<file path="config.mk">
export PLATFORM = sky130hd
export DESIGN_NAME = ro_sampler
export DESIGN_NICKNAME = d
export VERILOG_FILES = /design/src/rtl/ro_sampler.sv
export SDC_FILE = /design/constraint.sdc
export NUM_CORES = 1
export LEC_CHECK = 0
export CORE_ASPECT_RATIO = 1.2
export CORE_MARGIN = 2
export CORE_UTILIZATION = 58
export DETAILED_ROUTE_END_ITERATION = 8
export GPL_TIMING_DRIVEN = 0
export PLACE_DENSITY = 0.79
export SETUP_SLACK_MARGIN = 0.02
export SYNTH_ARGS = -nofsm -noshare
export SYNTH_HDL_FRONTEND = slang
export SYNTH_SLANG_ARGS = --single-unit
</file>
<file path="constraint.sdc">
create_clock -name clock -period 2.7 [get_ports clock]
set_input_delay 0.27 -clock clock [delete_from_list [all_inputs] [get_ports clock]]
set_output_delay 0.27 -clock clock [all_outputs]
set_load 0.01 [all_outputs]
</file>
<file path="src/rtl/ro_sampler.sv">
// Ring-oscillator entropy consumer: synchronizes the oscillator output, samples it,
// debiases it with a von Neumann corrector and delivers packed words over valid/ready.
module ro_sampler #(
  parameter int WIDTH       = 8,
  parameter int DIVIDE      = 4,
  parameter int WARMUP      = 16,
  parameter int STUCK_LIMIT = 64
) (
  input  logic             clock,
  input  logic             reset,
  input  logic             enable,
  input  logic             ro_signal,
  output logic             ro_stop,
  output logic [WIDTH-1:0] data,
  output logic             valid,
  input  logic             ready,
  output logic             stuck
);

  localparam int CNT_W = $clog2(WIDTH + 1);
  localparam int DIV_W = $clog2(DIVIDE);
  localparam int WRM_W = $clog2(WARMUP + 1);
  localparam int RUN_W = $clog2(STUCK_LIMIT + 1);

  localparam logic [CNT_W-1:0] CNT_FULL  = CNT_W'(WIDTH);
  localparam logic [DIV_W-1:0] DIV_LAST  = DIV_W'(DIVIDE - 1);
  localparam logic [WRM_W-1:0] WRM_LAST  = WRM_W'(WARMUP - 1);
  localparam logic [RUN_W-1:0] RUN_LIMIT = RUN_W'(STUCK_LIMIT);

  typedef enum logic [1:0] {S_IDLE, S_WARMUP, S_RUN, S_FAIL} state_t;

  state_t            state_q;
  logic              sync1_q, s2_q;
  logic [WRM_W-1:0]  warm_q;
  logic [DIV_W-1:0]  div_q;
  logic              pair_have_q, pair_first_q;
  logic [WIDTH-1:0]  shift_q, shift_d;
  logic [CNT_W-1:0]  bit_cnt_q, bit_cnt_d;
  logic [RUN_W-1:0]  run_len_q, run_len_d;
  logic              last_q;
  logic [WIDTH-1:0]  data_q;
  logic              valid_q, stuck_q, ro_stop_q;

  logic sample_take, emit, load, xfer, stuck_hit;

  always_comb begin
    sample_take = (state_q == S_RUN) && enable && (div_q == DIV_LAST);
    emit        = sample_take && pair_have_q && (pair_first_q != s2_q);
    load        = (bit_cnt_q == CNT_FULL) && (!valid_q || ready);
    xfer        = valid_q && ready;

    run_len_d = run_len_q;
    if (sample_take) begin
      if (run_len_q == '0 || s2_q != last_q) run_len_d = RUN_W'(1);
      else                                   run_len_d = run_len_q + 1'b1;
    end
    stuck_hit = sample_take && (run_len_d == RUN_LIMIT);

    // A bit arriving on the same edge a word leaves the shift register starts the next word.
    shift_d   = shift_q;
    bit_cnt_d = load ? '0 : bit_cnt_q;
    if (emit) begin
      if (load) begin
        shift_d   = {{(WIDTH-1){1'b0}}, pair_first_q};
        bit_cnt_d = CNT_W'(1);
      end else if (bit_cnt_q != CNT_FULL) begin
        shift_d   = {shift_q[WIDTH-2:0], pair_first_q};
        bit_cnt_d = bit_cnt_q + 1'b1;
      end
    end
  end

  always_ff @(posedge clock or posedge reset) begin
    if (reset) begin
      state_q      <= S_IDLE;
      sync1_q      <= 1'b0;
      s2_q         <= 1'b0;
      warm_q       <= '0;
      div_q        <= '0;
      pair_have_q  <= 1'b0;
      pair_first_q <= 1'b0;
      shift_q      <= '0;
      bit_cnt_q    <= '0;
      run_len_q    <= '0;
      last_q       <= 1'b0;
      data_q       <= '0;
      valid_q      <= 1'b0;
      stuck_q      <= 1'b0;
      ro_stop_q    <= 1'b1;
    end else begin
      sync1_q <= ro_signal;
      s2_q    <= sync1_q;

      if (load) begin
        data_q  <= shift_q;
        valid_q <= 1'b1;
      end else if (xfer) begin
        valid_q <= 1'b0;
      end
      shift_q   <= shift_d;
      bit_cnt_q <= bit_cnt_d;

      // Later assignments in the state cases override the datapath defaults above.
      case (state_q)
        S_IDLE: begin
          if (enable && !stuck_q) begin
            state_q   <= S_WARMUP;
            ro_stop_q <= 1'b0;
          end
        end
        S_WARMUP: begin
          if (!enable) begin
            state_q   <= S_IDLE;
            ro_stop_q <= 1'b1;
            warm_q    <= '0;
            shift_q   <= '0;
            bit_cnt_q <= '0;
          end else if (warm_q == WRM_LAST) begin
            state_q <= S_RUN;
            warm_q  <= '0;
          end else begin
            warm_q <= warm_q + 1'b1;
          end
        end
        S_RUN: begin
          if (!enable) begin
            state_q      <= S_IDLE;
            ro_stop_q    <= 1'b1;
            div_q        <= '0;
            pair_have_q  <= 1'b0;
            pair_first_q <= 1'b0;
            shift_q      <= '0;
            bit_cnt_q    <= '0;
            run_len_q    <= '0;
            last_q       <= 1'b0;
          end else if (stuck_hit) begin
            state_q      <= S_FAIL;
            ro_stop_q    <= 1'b1;
            stuck_q      <= 1'b1;
            valid_q      <= 1'b0;
            div_q        <= '0;
            pair_have_q  <= 1'b0;
            pair_first_q <= 1'b0;
            shift_q      <= '0;
            bit_cnt_q    <= '0;
            run_len_q    <= '0;
          end else begin
            div_q <= sample_take ? '0 : div_q + 1'b1;
            if (sample_take) begin
              last_q    <= s2_q;
              run_len_q <= run_len_d;
              if (pair_have_q) begin
                pair_have_q <= 1'b0;
              end else begin
                pair_have_q  <= 1'b1;
                pair_first_q <= s2_q;
              end
            end
          end
        end
        S_FAIL: begin
          ro_stop_q <= 1'b1;
        end
        default: state_q <= S_IDLE;
      endcase
    end
  end

  assign ro_stop = ro_stop_q;
  assign data    = data_q;
  assign valid   = valid_q;
  assign stuck   = stuck_q;

endmodule

</file>
==> results.md, run 1 <==
Logic synthesis:
- The count of mapped cells out of synthesis is 223.
- Sequential elements use 46.66% of the synthesized area.
- The top cell type by total area after synthesis is sky130_fd_sc_hd__dfrtp_1.
- The number of nets handed over by synthesis was 237.
- The number of warnings reported in the yosys synthesis log is 0.
- Summing every instance area after synthesis gives 2362 sq um.
- After synthesis, the largest area contributor takes up 45.55% of total cell area.
- In this run, distinct cell masters in the synthesized netlist total 53.
- A synthesized cell averages 10.59 sq um.
- The fraction of registers with async set or reset after synthesis is 100.0%.
- After synthesis, the cell types taking the most area are sky130_fd_sc_hd__dfrtp_1, sky130_fd_sc_hd__ha_1, sky130_fd_sc_hd__mux2_2.
- The synthesized design contains 0 enable-type register cells.
- The most used flip-flop cell after synthesis is sky130_fd_sc_hd__dfrtp_1.
- Synthesis inferred 44 register bits.

Pwr:
- The switching power total is 0.6472 mW.
- The share of total power in the clock network is 27.0%.
- The internal cell power is 1.243 mW.
- The combinational share of power is 29.2%.
- In this run the static leakage power is 1.157 nW.
- The proportion of total power due to net switching is 34.24%.
- The worst IR drop on VDD is 0.4567 mV.
- In this run, flip-flops and latches consume 43.8% of the power.
- In this run the power density over the cells is 699.1 nW/um^2.
- Power comes to 1.890 mW.

Timing:
- Across all hold checks on the routed design, the worst slack comes to 0.3616 ns.
- The final setup violation count is 0.
- In the final timing run, aggregate negative setup slack is 0 ns.
- The final cycle utilization of the critical path is 95.80%.
- The worst max-slew margin expressed relative to the limit is 41.63%.
- The count of endpoints failing hold in the final timing report is 0.
- The time the worst path needs with I/O delays and setup is 2.587 ns.
- The slew at the pin with the worst max-slew slack is 0.8743 ns.
- Setup repair after global routing left no endpoint under its margin.
- The number of pins exceeding their max-slew limit in the final report is 0.
- The worst-case clock skew is 0.01142 ns.
- Derived from the worst setup path, the maximum achievable clock frequency is 386.6 MHz.

CTS:
- The total CTS buffers is 5.
- The clock tree synthesis step divided the H-tree into 2 levels.
- The root buffer selected by CTS is sky130_fd_sc_hd__clkbuf_8.
- Counting every sink on the clock net gives 44.
- The register clock-pin slew on the reported worst setup and hold paths is 0.09 ns.
- The clock tree from TritonCTS is built.
- The worst-case clock buffer depth is 2.
- The clock reaches the later pin of the worst-skew pair after 0.30 ns.
- In this run, post-CTS hold repair placed 0 buffers.

Floorplanning:
- The initial utilization of the core area, before any placement, comes to 59.94%.
- The die is 62.26 um wide.
- The total area inside the core boundary comes to 3941 sq um.
- The die extent in y is 73.91 um.
- The count of standard-cell rows is 25.
- During I/O placement, the number of pins put on the boundary was 16.
- The overall die area is 4602 sq um.

Setup path:
- STA puts the critical path data required time at 2.88 ns.
- The startpoint of the most critical register-to-register path is state_q[0].
- On the critical path, the stage with the largest delay is an instance of sky130_fd_sc_hd__or4_1.
- STA classifies the critical path endpoint as a flip-flop.
- The critical path goes through inv_1 -> ha_1 -> nand3_2 -> or4_1 -> and3_1 -> o21ai_2 -> mux2_2.
- The worst reg-to-reg path cell count is 7.
- Counting both buffers and inverters, the worst setup path holds a total of 1.
- The startpoint type of the worst setup path is a flip-flop.
- In this run the worst path has a maximum fanout of 8.
- The critical path class is reg -> reg.
- Grouping stages by cell kind, the critical path spends the most delay in simple AND/OR/NAND/NOR gates.
- The highest cell delay on the worst timing path is 0.62 ns.
- The worst-case register-to-register setup slack is 0.11 ns.
- The data arrival time of the critical path is 2.77 ns.
- The worst register-to-register path ends at last_q.

Hold path:
- The cell count of the worst hold path is 0.
- The end point of the most critical hold path is s2_q.
- The hold path startpoint is sync1_q.
- The path class of the lowest-slack min-delay path is reg -> reg.

Placed design:
- Routability-driven placement finished with a final weighted congestion of 0.8789.
- The count of input and output buffers is 15.
- Detailed placement ended at an HPWL of 3094 um.

Detailed routing:
- The detailed-route wire length is 4419 um.
- The post-detailed-route via-to-cell ratio is 5.880.
- For this block, the initial DRC count from the detailed router was 80.
- The detail-routed net length per standard cell is 14.73 um.
- The detail route stage leaves a number of antenna-violating nets equal to 0.
- The overall via count from detail_route is 1764.
- The number of iterations in the first detailed-routing pass is 4.
- The total DRC errors in the routed layout is 0.

Finish:
- The final antenna diode count is 0.
- Leaving out fill and tap cells, the most frequent cell in the layout is sky130_fd_sc_hd__dfrtp_1.
- In the layout the commonest cells are sky130_fd_sc_hd__dfrtp_1, sky130_fd_sc_hd__nand2_1, sky130_fd_sc_hd__clkdlybuf4s50_1.
- The share of final-layout standard cells stronger than drive strength 1 is 17.07%.
- Compared with the post-synthesis result, the final layout area differs by 14.46%.
- The net count of the finished layout is 259.
- After filler insertion, the fill cell instance count of the layout stands at 329.

Global route:
- The first global-routing pass estimated 7645 um of wire.
- The number of antenna violations at the first check in global routing is 0.
- The number of global-route vias before repair came to 1707.
- Global routing used 21.20% of the available tracks across all layers.
- The aggregate global routing overflow is 0.
- Entering global routing, the biggest net connects 45 pins.

Outcome:
- The flow ran to the end, and the final reports show no timing, DRC or antenna violations.

Flow run:
- Across the run, the number of max-cap violations was 0.
==> power groups by stage <==
stage | sequential, mW | combinational [mW] | clock (mW)
after floorplan | 0.827 | 0.424 | 0
after global placement | 0.835 | 0.522 | 0
after detailed placement | 0.838 | 0.538 | 0
after CTS | 0.827 | 0.550 | 0.519
after global routing | 0.840 | 0.627 | 0.549
final | 0.828 | 0.553 | 0.510
==> registers in the layout, summed over array words and instances, names as in the netlist <==
signal / count
pair_first_q: 1
data: 8
valid: 1
stuck: 1
sync1_q: 1
pair_have_q: 1
div_q: 2
shift_q: 8
s2_q: 1
state_q: 2
ro_stop: 1
run_len_q: 7
bit_cnt_q: 4
warm_q: 5
last_q: 1
==> cells in the mapped netlist, types with 2 or more instances <==
library cell	count
sky130_fd_sc_hd__dfrtp_1	43
sky130_fd_sc_hd__nand2_1	18
sky130_fd_sc_hd__inv_1	13
sky130_fd_sc_hd__a21oi_2	10
sky130_fd_sc_hd__ha_1	9
sky130_fd_sc_hd__mux2_2	9
sky130_fd_sc_hd__o21ai_0	9
sky130_fd_sc_hd__nand3_1	8
sky130_fd_sc_hd__a21oi_1	7
sky130_fd_sc_hd__a22oi_1	7
sky130_fd_sc_hd__clkbuf_1	6
sky130_fd_sc_hd__nor2_1	6
sky130_fd_sc_hd__and2_1	5
sky130_fd_sc_hd__mux2i_1	5
sky130_fd_sc_hd__o31ai_1	5
sky130_fd_sc_hd__nand2b_1	4
sky130_fd_sc_hd__nand4_1	4
sky130_fd_sc_hd__xor2_1	4
sky130_fd_sc_hd__a21o_1	3
sky130_fd_sc_hd__and3_1	3
sky130_fd_sc_hd__nand3b_1	3
sky130_fd_sc_hd__o2111ai_1	3
sky130_fd_sc_hd__a22o_1	2
sky130_fd_sc_hd__buf_2	2
sky130_fd_sc_hd__nand3_2	2
sky130_fd_sc_hd__nor3_1	2
sky130_fd_sc_hd__nor4b_1	2
sky130_fd_sc_hd__o211ai_1	2
sky130_fd_sc_hd__o221ai_1	2
sky130_fd_sc_hd__xnor2_1	2
==> kinds of logic (layout without fill, tap and decap cells) <==
family                   count (synthesis)  after routing  synth area share (%)
AO/OA/AOI/OAI                           63             63                 20.55
AND/OR/NAND/NOR                         64             64                 15.25
buffers and inverters                   23             46                 4.131
adder cells (fa/ha/maj)                  9              9                 4.767
multiplexers                            14             14                 6.409
XOR/XNOR                                 6              6                 2.225
flip-flops                              44             44                 46.66
==> worst reg2reg max path, cell delays in order (launching register included) <==
cell	delay [ns]
sky130_fd_sc_hd__dfrtp_1	0.41
sky130_fd_sc_hd__inv_1	0.09
sky130_fd_sc_hd__ha_1	0.29
sky130_fd_sc_hd__nand3_2	0.24
sky130_fd_sc_hd__or4_1	0.62
sky130_fd_sc_hd__and3_1	0.28
sky130_fd_sc_hd__o21ai_2	0.18
sky130_fd_sc_hd__mux2_2	0.35
==> how the worst max path moves through the flow <==
stage                     from  endpoint  slack (ns)  cells past startpoint
global placement        enable    last_q        0.14                      6
floorplan           state_q[0]    last_q        0.46                      7
detailed placement      enable    last_q        0.13                      6
finish              state_q[0]    last_q        0.11                      7
CTS                 state_q[0]    last_q        0.14                      7
global route        state_q[0]    last_q       0.007                      7
==> routing by layer <==
layer  routed length, um  global-route usage [%]
met5                   0                       0
met4                 102                   9.383
met3                 117                   3.675
met2                2097                   36.59
met1                2101                   26.76
==> cell type report <==
class                      instances  area [sq um]  share of cell area, %
multi-input combinational        156          1170                  43.27
sequential                        44          1102                  40.77
timing repair buffer              15         150.1                  5.553
clock buffer                       5         68.82                  2.545
tap                               54         67.56                  2.499
buffer                            10         48.80                  1.805
inverter                          13         48.80                  1.805
clock inverter                     3         47.55                  1.758
==> per-stage QoR <==
step,std cells,setup slack (ns),area [sq um],util (%)
finish,300,0.1134,2704,68.60
global route,300,0.007227,2704,68.60
CTS,300,0.1420,2696,68.41
detailed placement,292,0.1347,2580,65.46
global placement,292,0.1421,2580,65.46
floorplan,223,0.4569,2362,-
==> what timing repair did <==
item | CTS | global route
endpoints found under the setup margin | 0 | 1
buffers inserted | 0 | 0
resized for setup | 0 | 1
Note: power is estimated with default switching activity, not from simulation.
==> run 2, diff against run 1 <==
--- a/config.mk
+++ b/config.mk
@@ -5,6 +5,7 @@
 export SDC_FILE = /design/constraint.sdc
 export NUM_CORES = 1
 export LEC_CHECK = 0
+export ABC_AREA = 1
 export CORE_ASPECT_RATIO = 1.2
 export CORE_MARGIN = 2
 export CORE_UTILIZATION = 58
==> constraint.sdc (replaced) <==
create_clock -name clock -period 2.9 [get_ports clock]
set_input_delay 0.29 -clock clock [delete_from_list [all_inputs] [get_ports clock]]
set_output_delay 0.29 -clock clock [all_outputs]
set_load 0.01 [all_outputs]
==> results.md, run 2 <==
Global route:
- The largest net degree at the start of global routing is 45 (unchanged).
- The number of antenna violations at the first check in global routing came to 0 (unchanged).
- The wire length of the first global-routing pass was 8073 um (+5.6%).
- The number of global-route vias before repair is 1848 (+8.3%).
- The met2 layer usage reported by global route is 39.95% (+3.4 points).
- The total global routing track utilization is 24.01% (+2.8 points).
- The aggregate global routing overflow was 0 (unchanged).
- After global routing, the most crowded layer is met2.
- The met1 track demand over resource in global routing is 30.02% (+3.3 points).
- The met3 track demand over resource is 5.496% (+1.8 points).

Setup path:
- The signal on the critical path passes through inv_1 -> ha_1 -> nand3_1 -> nor2_1 -> nand2_1 -> xor2_1 -> nand3_2 -> nor2_1 -> nor2_1 -> nand3_1 -> o21ai_0.
- The critical path required time was 3.05 ns (+0.17 ns).
- The worst-path maximum fanout was 6 (-2).
- The startpoint type of the worst setup path is a flip-flop.
- The largest individual stage delay along the critical path comes from the cell sky130_fd_sc_hd__dfrtp_1.
- Counting stages on the worst path, the most repeated cell is sky130_fd_sc_hd__nor2_1.
- The critical path class is reg -> reg.
- STA classifies the critical path endpoint as a flip-flop.
- The data arrival time of the critical path is 2.52 ns (-0.25 ns).
- The highest cell delay on the worst timing path is 0.40 ns (-0.22 ns).

CTS:
- The worst-case clock buffer depth came to 2 (unchanged).
- The post-CTS resize count came to 0 (unchanged).
- The number of buffers inserted by hold repair at cts came to 0 (unchanged).
- The root buffer cell chosen for the clock tree is sky130_fd_sc_hd__clkbuf_8.
- The clock tree from TritonCTS is built.
- The number of post-CTS setup repair buffers is 0 (unchanged).
- The total CTS buffers is 5 (unchanged).
- The register clock-pin slew on the reported worst setup and hold paths is 0.08 ns (about the same).
- The CTS H-tree depth was 2 (unchanged).
- The CTS sink count is 44 (unchanged).
- The later-pin clock latency in the skew report is 0.30 ns (about the same).

Logic synthesis:
- Sorting the synthesized cells by how often they occur yields sky130_fd_sc_hd__nand2_1, sky130_fd_sc_hd__dfrtp_1, sky130_fd_sc_hd__inv_1, sky130_fd_sc_hd__o21ai_0, sky130_fd_sc_hd__nor2_1.
- The number of synthesized flops with an enable pin was 0 (unchanged).
- The synthesized netlist net count is 288 (+22%).
- The fraction of registers with async set or reset after synthesis came to 100.0% (unchanged).
- After synthesis, the largest family of logic cells by area is simple AND/OR/NAND/NOR gates.
- The number of warnings reported in the yosys synthesis log is 0 (unchanged).
- The xor/xnor share of the synthesized area is 3.079% (+0.85 points).
- The adder-cell area share of the yosys netlist was 4.948% (+0.18 points).
- The area share of the leading cell type in the synthesized netlist is 47.28% (+1.7 points).
- The count of mapped cells out of synthesis is 274 (+23%).
- Sorting the synthesized cells by area gives the leading types as sky130_fd_sc_hd__dfrtp_1, sky130_fd_sc_hd__nand2_1, sky130_fd_sc_hd__o21ai_0.
- The count of unique library cells instantiated by Yosys is 29 (-45%).
- Of all cell types, the one taking the most synthesized area is sky130_fd_sc_hd__dfrtp_1.
- The portion of netlist area occupied by mux cells is 0% (-6.4 points).
- The synthesized area per cell came to 8.306 sq um (-22%).
- The basic-gate share of the synthesized area counting and, or, nand and nor cells is 19.63% (+4.4 points).
- The most numerous cell in the Yosys netlist is sky130_fd_sc_hd__nand2_1.
- The number of synthesized register bits is 44 (unchanged).
- The fraction of the mapped netlist area in compound gates was 15.83% (-4.7 points).
- The most used flip-flop cell after synthesis is sky130_fd_sc_hd__dfrtp_1.
- The part of the Yosys area used for sequential elements is 48.43% (+1.8 points).
- The cell area after synthesis is 2276 sq um (-3.7%).

Detailed routing:
- The overall via count from detail_route is 1889 (+7.1%).
- The detail-routed net length per standard cell was 13.24 um (-10%).
- The remaining antenna violation count was 0 (unchanged).
- The total DRC errors in the routed layout is 0 (unchanged).
- The starting DRC count in detailed routing is 151 (+89%).
- The post-detailed-route via-to-cell ratio is 5.413 (-7.9%).
- The detailed-route wire length is 4622 um (+4.6%).
- The number of iterations in the first detailed-routing pass is 4 (unchanged).

Timing:
- The final setup violation count is 0 (unchanged).
- The slew at the pin with the worst max-slew slack is 0.8935 ns (+0.01918 ns).
- The highest attainable clock frequency is 421.5 MHz (+9.0%).
- The number of pins exceeding their max-slew limit in the final report is 0 (unchanged).
- The sum of negative setup slack is 0 ns (unchanged).
- Setup repair after global routing left no endpoint under its margin.
- The time the worst path needs with I/O delays and setup is 2.372 ns (-0.2142 ns).
- The count of endpoints failing hold in the final timing report is 0 (unchanged).
- The worst max-slew margin expressed relative to the limit is 40.35% (-1.3 points).
- The worst-case clock skew came to 0.007674 ns (-0.003747 ns).
- The final cycle utilization of the critical path is 81.81% (-14 points).

Pwr:
- The worst IR drop on VDD is 0.4792 mV (+4.9%).
- The leakage power summed over all cells came to 1.219 nW (+5.3%).
- The total power per unit cell area is 735.0 nW/um^2 (+5.1%).

Floorplanning:
- The chip width was 61.19 um (-1.7%).
- The overall die area came to 4443 sq um (-3.4%).
- The core box area is 3694 sq um (-6.3%).
- The die extent in y is 72.62 um (-1.7%).
- The count of pins on the block boundary came to 16 (unchanged).
- The count of standard-cell rows is 24 (-4.0%).
- The initial standard-cell utilization of the core is 61.62% (+1.7 points).

Finish:
- The non-filler instance count after layout is 349 (+16%).
- The library cells used most frequently in the layout, excluding fill and tap cells, are sky130_fd_sc_hd__nand2_1, sky130_fd_sc_hd__dfrtp_1, sky130_fd_sc_hd__inv_1.
- Leaving out fill and tap cells, the most frequent cell in the layout is sky130_fd_sc_hd__nand2_1.
- The final net count is 310 (+20%).
- The final antenna diode count is 0 (unchanged).
- The area of all placed cells without fillers is 2618 sq um (-3.2%).
- The share of final-layout standard cells stronger than drive strength 1 is 6.734% (-10 points).
- The signed area change from the synthesized netlist to the final layout is 15.01%.
- The fill cell instance count of the final layout is 293 (-11%).

Placed design:
- The total placed cells including tap cells was 341 (+17%).
- The placement-stage cell area came to 2491 sq um (-3.4%).
- The routability-driven placement congestion ratio is 0.8907 (+1.3%).
- The HPWL after detailed placement is 3120 um (+0.84%).
- The count of input and output buffers is 15 (unchanged).

Hold path:
- The tightest min-delay check is of the reg -> reg type.

Outcome:
- The flow ran to the end, and the final reports show no timing, DRC or antenna violations.

Flow run:
- The number of max-capacitance violations reported was 0 (unchanged).
==> run 2: power breakdown <==
part / total, mW / switching [mW] / leakage, nW / internal (mW)
Clock: 0.510 / 0.206 / 0.0645 / 0.304
Combinational: 0.619 / 0.409 / 0.563 / 0.210
Sequential: 0.795 / 0.0759 / 0.591 / 0.719
Total: 1.92 / 0.691 / 1.22 / 1.23
==> run 2: cells by family after synthesis <==
kind of cell    count (synthesis)
simple gates                  102
compound gates                 65
buf+inv                        46
flops                          44
fa+ha+maj                       9
xor+xnor                        8
==> run 2: path summary, 6_finish.rpt <==
kind	from	endpoint	slack [ns]	cells past startpoint
worst max-delay path	state_q[0]	run_len_q[0]	0.53	11
worst min-delay path	sync1_q	s2_q	0.35	0
worst max register to register	state_q[0]	run_len_q[0]	0.53	11
worst min register to register	sync1_q	s2_q	0.35	0
max in group asynchronous	reset	div_q[1]	1.84	2
min in group asynchronous	reset	warm_q[2]	0.50	2
==> run 2: cell type report <==
type	instances	area, sq um	share of cell area, %
sequential	44	1102	42.11
buffer	6	33.78	1.291
multi-input combinational	184	989.7	37.81
clock inverter	1	30.03	1.147
tap	52	65.06	2.486
timing repair buffer	15	150.1	5.736
clock buffer	7	96.34	3.681
inverter	40	150.1	5.736
==> run 2: metrics by stage <==
stage	power (mW)	util [%]	hold WS [ns]	worst slack (ns)
6_report	1.924	70.87	0.3542	0.5276
5_1_grt	2.063	70.87	0.3592	0.2128
4_1_cts	1.931	70.87	0.3511	0.5959
3_5_place_dp	1.411	67.45	0.3356	0.4422
3_3_place_gp	1.387	67.45	0.3311	0.4112
2_1_floorplan	1.256	-	0.3214	1.005
==> run 2: worst max-delay path: cells and delay by family, from the launching register on <==
kind,cells,cell delay [ns]
xor+xnor,1,0.21
simple gates,7,1.21
flops,1,0.40
buf+inv,1,0.08
fa+ha+maj,1,0.23
compound gates,1,0.09
==> run 2: layer usage <==
layer | vias up | routed length, um
li1 | 938 | -
met1 | 903 | 2064
met2 | 41 | 2337
met3 | 7 | 164
met4 | 0 | 56
met5 | - | 0
==> run 3, diff against run 2 <==
==> constraint.sdc (replaced) <==
create_clock -name clock -period 2.25 [get_ports clock]
set_input_delay 0.225 -clock clock [delete_from_list [all_inputs] [get_ports clock]]
set_output_delay 0.225 -clock clock [all_outputs]
set_load 0.01 [all_outputs]
==> results.md, run 3 (synthesis gave the netlist of run 2 again) <==
CTS:
- The number of buffers inserted by hold repair at cts was 0 (unchanged).
- The CTS sink count is 44 (unchanged).
- The CTS H-tree depth is 2 (unchanged).
- The root buffer selected by CTS is sky130_fd_sc_hd__clkbuf_8.
- The clock tree from TritonCTS is built.
- The later-pin clock latency in the skew report came to 0.30 ns (about the same).
- The register clock-pin slew on the reported worst setup and hold paths was 0.09 ns (about the same).
- The total CTS buffers came to 5 (unchanged).
- The worst-case clock buffer depth is 2 (unchanged).

Floorplanning:
- The count of pins on the block boundary came to 16 (unchanged).
- The overall die area came to 4443 sq um (unchanged).
- The initial standard-cell utilization of the core is 61.62% (unchanged).
- The die extent in y is 72.62 um (unchanged).
- The count of standard-cell rows came to 24 (unchanged).
- The core box area is 3694 sq um (unchanged).
- The chip width was 61.19 um (unchanged).

Setup path:
- The signal on the critical path passes through inv_2 -> ha_4 -> nand2_2 -> nor2_4 -> nand3_1 -> nand2_1 -> nand2_1 -> nor2_1 -> nand3_2 -> o21ai_4 -> buf_4 -> buf_2 -> a21oi_1.
- The most repeated library cell on the critical path is sky130_fd_sc_hd__nand2_1.
- The largest individual stage delay along the critical path comes from the cell sky130_fd_sc_hd__dfrtp_1.
- The startpoint type of the worst setup path is a flip-flop.
- The critical path required time was 2.43 ns (-0.62 ns).
- The highest cell delay on the worst timing path is 0.41 ns (about the same).
- The capturing element type of the critical path is a flip-flop.
- The worst-path maximum fanout is 5 (-1).
- The startpoint of the most critical register-to-register path is state_q[0].
- The critical path class is reg -> reg.
- The worst setup path startpoint is state_q[0].
- The data arrival time of the critical path is 2.26 ns (-0.26 ns).

Global route:
- The wire length of the first global-routing pass is 8142 um (+0.85%).
- The aggregate global routing overflow is 0 (unchanged).
- The total global routing track utilization came to 24.30% (+0.29 points).
- The number of global-route vias before repair was 1850 (+0.11%).
- The largest net degree at the start of global routing is 45 (unchanged).
- The number of antenna violations at the first check in global routing is 0 (unchanged).

Placed design:
- The minimum setup slack after placement is -0.1428 ns (-0.5850 ns).
- The count of input and output buffers came to 15 (unchanged).
- The HPWL after detailed placement is 3120 um (unchanged).
- The routability-driven placement congestion ratio is 0.8907 (unchanged).

Outcome:
- The flow ran to the end, and the final reports show no timing, DRC or antenna violations.

Pwr:
- The total power draw is 2.573 mW (+34%).
- The worst IR drop on VDD is 0.6811 mV (+42%).
- The leakage power summed over all cells is 1.246 nW (+2.2%).
- The total power per unit cell area is 946.9 nW/um^2 (+29%).

Finish:
- The post-layout utilization of the core is 73.58% (+2.7 points).
- Compared with the post-synthesis result, the final layout area differs by 19.41%.
- The top cell types in the final layout, fill and taps aside, are sky130_fd_sc_hd__nand2_1, sky130_fd_sc_hd__dfrtp_1, sky130_fd_sc_hd__inv_1.
- The share of final-layout standard cells stronger than drive strength 1 came to 12.96% (+6.2 points).
- The final net count is 314 (+1.3%).
- Leaving out fill and tap cells, the most frequent cell in the layout is sky130_fd_sc_hd__nand2_1.
- The final antenna diode count is 0 (unchanged).

Timing:
- The minimum hold slack is 0.3591 ns (+0.004868 ns).
- The final cycle utilization of the critical path was 92.58% (+11 points).
- The time the worst path needs with I/O delays and setup is 2.083 ns (-0.2894 ns).
- Setup repair after global routing could not meet its margin everywhere.
- The slew at the pin with the worst max-slew slack is 0.8772 ns (-0.01624 ns).
- The count of endpoints failing hold in the final timing report was 0 (unchanged).
- The final worst-path setup slack is 0.1669 ns (-0.3606 ns).
- The worst max-slew margin expressed relative to the limit is 41.43% (+1.1 points).
- The number of pins exceeding their max-slew limit in the final report was 0 (unchanged).
- The final setup violation count is 0 (unchanged).
- The highest attainable clock frequency was 480.1 MHz (+14%).
- The worst-case clock skew was 0.009863 ns (+0.002188 ns).
- The sum of negative setup slack is 0 ns (unchanged).

Detailed routing:
- The number of iterations in the first detailed-routing pass is 5 (+1).
- The starting DRC count in detailed routing is 182 (+21%).
- The post-detailed-route via-to-cell ratio came to 5.569 (+2.9%).
- The detailed-route wire length is 4831 um (+4.5%).
- The detail-routed net length per standard cell is 13.69 um (+3.3%).
- The overall via count from detail_route was 1966 (+4.1%).
- The total DRC errors in the routed layout is 0 (unchanged).
- The remaining antenna violation count is 0 (unchanged).

Hold path:
- The hold path startpoint is sync1_q.
- The min-delay analysis places its worst path in the category reg -> reg.

Flow run:
- The number of max-capacitance violations reported is 0 (unchanged).
[run 3: cell count changes in the layout (fill, tap and decap cells not counted), moves of 2 or more]
cell,before,now
sky130_fd_sc_hd__nand3_2,1,6
sky130_fd_sc_hd__buf_4,1,3
sky130_fd_sc_hd__nor2_2,2,5
sky130_fd_sc_hd__nand2_1,47,45
sky130_fd_sc_hd__nand2_2,2,4
sky130_fd_sc_hd__nand3_1,20,15
sky130_fd_sc_hd__nor2_1,21,17
[run 3: stage by stage]
stage | cells | cell area [sq um]
global route | 353 | 2718
finish | 353 | 2718
floorplan | 274 | 2276
CTS | 349 | 2625
detailed placement | 341 | 2491
global placement | 341 | 2491
[run 3: cell type report]
type | count | area, sq um
Clock inverter | 1 | 30.03
Sequential cell | 44 | 1102
Timing Repair Buffer | 19 | 181.4
Inverter | 40 | 150.1
Clock buffer | 7 | 96.34
Tap cell | 52 | 65.06
Fill cell | 272 | 975.9
Buffer | 6 | 33.78
Multi-Input combinational cell | 184 | 1059
[run 3: final timing paths]
path | to | slack, ns | cells after the start
max | shift_q[4] | 0.17 | 13
min | s2_q | 0.36 | 0
max reg2reg | shift_q[4] | 0.17 | 13
min reg2reg | s2_q | 0.36 | 0
max in group asynchronous | run_len_q[5] | 1.27 | 2
min in group asynchronous | data[0] | 0.43 | 2
[run 3: per-layer routing]
metal	share of wire (%)	global-route usage, %	wire length, um	vias to the layer above
met5	0	0	0	-
met4	1.6	8.454	78	0
met3	5.2	5.496	251	12
met2	52	41.25	2493	65
met1	42	29.79	2007	939
li1	-	-	-	950
[run 3: critical path: cells and delay by family (launching register included)]
| family | cells | cell delay (ns) |
|---|---|---|
| AO/OA/AOI/OAI | 2 | 0.26 |
| adder cells (fa/ha/maj) | 1 | 0.16 |
| buffers and inverters | 3 | 0.37 |
| flip-flops | 1 | 0.41 |
| AND/OR/NAND/NOR | 7 | 0.75 |
[run 3: timing repair]
item,in CTS,in global routing
setup endpoints to repair,14,22
endpoints found under the hold margin,0,0
cloned,0,1
pin swaps,0,2
resized for setup,2,16
buffers inserted,0,3
[run 3: report_power, final]
group / switching [mW] / internal (mW)
Clock: 0.267 / 0.392
Sequential: 0.104 / 0.927
Combinational: 0.575 / 0.309
Total: 0.946 / 1.63
